**src/rtl/shift_register.sv**
```systemverilog
// Registered left shifter: dataOut <= dataIn << SHIFT with synchronous active-low reset.
// Define SHIFTREG_PIPE_EN to add a second output register stage (latency 2).
module shift_register #(
  parameter int WIDTH = 32,
  parameter int SHIFT = 2
) (
  input  logic [WIDTH-1:0] dataIn,
  input  logic             CLK,
  output logic [WIDTH-1:0] dataOut,
  input  logic             RSTn
);

  if (SHIFT < 0 || SHIFT >= WIDTH) begin : g_bad_shift
    $error("shift_register: SHIFT must lie in 0..WIDTH-1");
  end

  logic [WIDTH-1:0] shifted;
  logic [WIDTH-1:0] stage1_d;
  logic [WIDTH-1:0] stage1_q;

  // Pure wiring: low SHIFT bits are zero fill, top SHIFT input bits fall off.
  for (genvar gi = 0; gi < WIDTH; gi++) begin : g_shift
    if (gi < SHIFT) begin : g_zero
      assign shifted[gi] = 1'b0;
    end else begin : g_move
      assign shifted[gi] = dataIn[gi-SHIFT];
    end
  end

  always_comb begin
    stage1_d = shifted;
    if (!RSTn) begin
      stage1_d = '0;
    end
  end

  always_ff @(posedge CLK) begin
    stage1_q <= stage1_d;
  end

`ifdef SHIFTREG_PIPE_EN
  logic [WIDTH-1:0] stage2_d;
  logic [WIDTH-1:0] stage2_q;

  // Reset clears both stages on the same edge, so no stale word leaks out afterwards.
  always_comb begin
    stage2_d = stage1_q;
    if (!RSTn) begin
      stage2_d = '0;
    end
  end

  always_ff @(posedge CLK) begin
    stage2_q <= stage2_d;
  end

  assign dataOut = stage2_q;
`else
  assign dataOut = stage1_q;
`endif

endmodule

```
**config.mk**
```make
export PLATFORM = sky130hd
export DESIGN_NAME = shift_register
export DESIGN_NICKNAME = d
export VERILOG_FILES = /design/src/rtl/shift_register.sv
export SDC_FILE = /design/constraint.sdc
export NUM_CORES = 1
export LEC_CHECK = 0
export CORE_ASPECT_RATIO = 1.1
export CORE_UTILIZATION = 56
export DETAILED_ROUTE_END_ITERATION = 8
export DONT_BUFFER_PORTS = 1
export PLACE_DENSITY = 0.75
export SYNTH_ARGS = -nofsm -noshare
export SYNTH_HDL_FRONTEND = slang
export SYNTH_SLANG_ARGS = --single-unit
```
**constraint.sdc**
```tcl
create_clock -name CLK -period 0.8 [get_ports CLK]
set_input_delay 0.12 -clock CLK [delete_from_list [all_inputs] [get_ports CLK]]
set_output_delay 0.12 -clock CLK [all_outputs]
set_load 0.02 [all_outputs]
```
## Word-level counts from Yosys, hierarchy flattened

Index checks and enable logic that the tools add are counted.

- Bits in registers: 32
- Logic and storage cells: 2
- Input port bits: 34

## Depth between registers and ports, before layout

- Word-level depth: 0
- Gate-level depth with buffers: 2
- Mapped depth without buffers: 1

## Worst setup path after synthesis

Ideal clock, no wire load.

- Path kind: input to register
- Start point: input port RSTn
- End point: register stage1_q[29], in the netlist dataOut[29]
- Arrival: 0.399 ns
- Required time: 0.684 ns
- Path buffers: 1
- Stages: 2
- Setup time: 0.116 ns
- Slack: 0.284 ns
- Cell sequence: clkbuf_2 -> and2_2

RTL lines:

| what | line | text |
|---|---|---|
| start: declaration | 10 | `input logic RSTn` |
| end signal: assignment | 38 | `stage1_q <= stage1_d;` |
| end: declaration | 19 | `logic [WIDTH-1:0] stage1_q;` |

No word-level cell between the ends.

## Final worst setup path

- Start point: register stage1_q[25], in the netlist dataOut[25]
- End point: output port dataOut[25]

RTL lines:

| what | line | text |
|---|---|---|
| end: declaration | 9 | `output logic [WIDTH-1:0] dataOut,` |

No word-level cell between the ends.

==> results.yml <==
status:
  run_status: "complete, but fails checks"
  violations: "negative setup slack"
run:
  cap_violations: 0
route:
  ant_nets: 0
  wirelength_um: 2170
  remaining_drc_errors: 0
  via_count: 574
  viasPerCell: 4.99
  drtIter0Drc: 10
  drtPass1Iterations: 4
  wl_per_cell_um: 18.9
global_routing:
  grt_use_total: 0.312
  grt_max_degree: 19
  grt_pass1_wl_um: 3100
  grt_overflow: 0
  grt_pass1_vias: 619
  grt_antenna_before_repair: 0
final_layout:
  syn2layout_area_growth_pct: 56.6
  drive_gt1_frac: 0.434
  final_area_um2: 1300
  diodes: 0
  largest_reg_flops: 30
  num-nets-final: 134
  top_regs: "dataOut x30"
  top_register: "dataOut"
  utilization: 0.940
  final_cell_mix: "30 x dfxtp_4, 30 x dlygate4sd3_1, 23 x and2_1"
yosys:
  ys_types: 6
  synth_cells: 66
  synth_top_cell_area_share: 0.723
  synth_area_per_cell_um2: 12.6
  ys_warn_count: 0
  synth_area_leaders: "dfxtp_1 72%, and2_1 17%, and2_2 6.3%"
  yosysSeqAreaShare: 0.723
  synth_top_area_cell: "dfxtp_1"
  synth_area_um2: 831
  ys_ff_latch: 30
timing:
  period_share: 1.04
  holdWs_ns: 0.380
  rsz0062_at_grt: "true"
  finalCriticalPeriod_ns: 0.829
  fin_ws_ns: -0.0290
  final_max_slew_viol_count: 0
  clock.fmax_ghz: 1.21
  hold_violations: 0
  setup_viol: 30
pwr:
  cellLeakagePower_nw: 0.551
  peakVddDrop_uv: 1690
  finalPower_w: 0.00273
  power_density_nw_per_um2: 2100
clock_network:
  cts.sinks: 30
  tritoncts: "done"
  cts_setup_buffers: 0
  cts-root-buf: "clkbuf_4"
  cts_buffers: 5
  cts_max_level: 2
  cts_buffer_depth: 2
  path_clk_slew_ns: 0.09
die:
  rows: 14
  die_y_um: 42.4
  core_um2: 1380
  io_pins: 66
  fp.dieW_um: 38.7
  dieArea_um2: 1640
  start_util: 0.600
critical_path:
  endpoint: "dataOut[25]"
  crit_path_start_kind: "register"
  worstSetupPathType: "register to primary output"
  required_ns: 0.68
  arrival_ns: 0.71
  cp.depth: 0
  crit_path_end_kind: "primary output"
  cp_max_fo: 1
  crit_start: "dataOut[25]"
place:
  portBuffers: 0
  dp_hpwl_um: 792
  place_congestion: 0.584
  dpl_cell_area_um2: 825
hold_path:
  hp-class: "input pin to register"
==> routing by layer <==
layer  vias up  routed length (um)  GRT usage
met2        55                1170      0.540
met4         0                  86      0.221
met1       255                 704      0.276
met3         8                 212      0.112
met5         -                   0          0
li1        256                   -          -
==> per-stage QoR <==
| stage | worst slack, ns | setup TNS (ns) | cells |
|---|---|---|---|
| 6_report | -0.0290 | -0.668 | 115 |
| 5_1_grt | -0.0492 | -1.22 | 115 |
| 3_5_place_dp | 0.265 | 0 | 78 |
| 2_1_floorplan | 0.284 | 0 | 67 |
| 3_3_place_gp | 0.267 | 0 | 78 |
| 4_1_cts | -0.0292 | -0.757 | 115 |
==> worst min-delay path by stage <==
stage,startpoint,to,depth (start not counted)
6_report,RSTn,dataOut[28],2
5_1_grt,RSTn,dataOut[14],2
4_1_cts,dataIn[28],dataOut[30],2
3_5_place_dp,RSTn,dataOut[18],1
3_3_place_gp,RSTn,dataOut[21],1
2_1_floorplan,dataIn[28],dataOut[30],1
==> cell usage after synthesis, drive strengths merged <==
cell,instances
buf,2
and2,30
dfxtp,30
conb,1
clkbuf,3
==> kinds of logic after synthesis <==
| kind of cell | synth area share |
|---|---|
| buffers and inverters | 0.0361 |
| AND/OR/NAND/NOR | 0.236 |
| other | 0.00451 |
| flip-flops | 0.723 |
==> layout make-up <==
cell class,count,area (um^2)
multi-input combinational,32,204
fill,38,82.6
clock buffer,6,51.3
sequential,30,713
timing repair buffer,31,313
tap,16,20.0
==> timing repair <==
item / 4_1_cts / 5_1_grt
resized for setup: 60 / 1
hold endpoints to repair: 30 / 0
pin swaps: 0 / 0
setup endpoints to repair: 30 / 43
hold buffers: 31 / 0
==> report_power, final <==
part	total (W)	internal [W]	switching, W
clock network	0.000858	0.000395	0.000463
registers	0.00167	0.00153	0.000134
logic	0.000204	0.000142	0.0000618
Power figures use the tool's default switching activity.
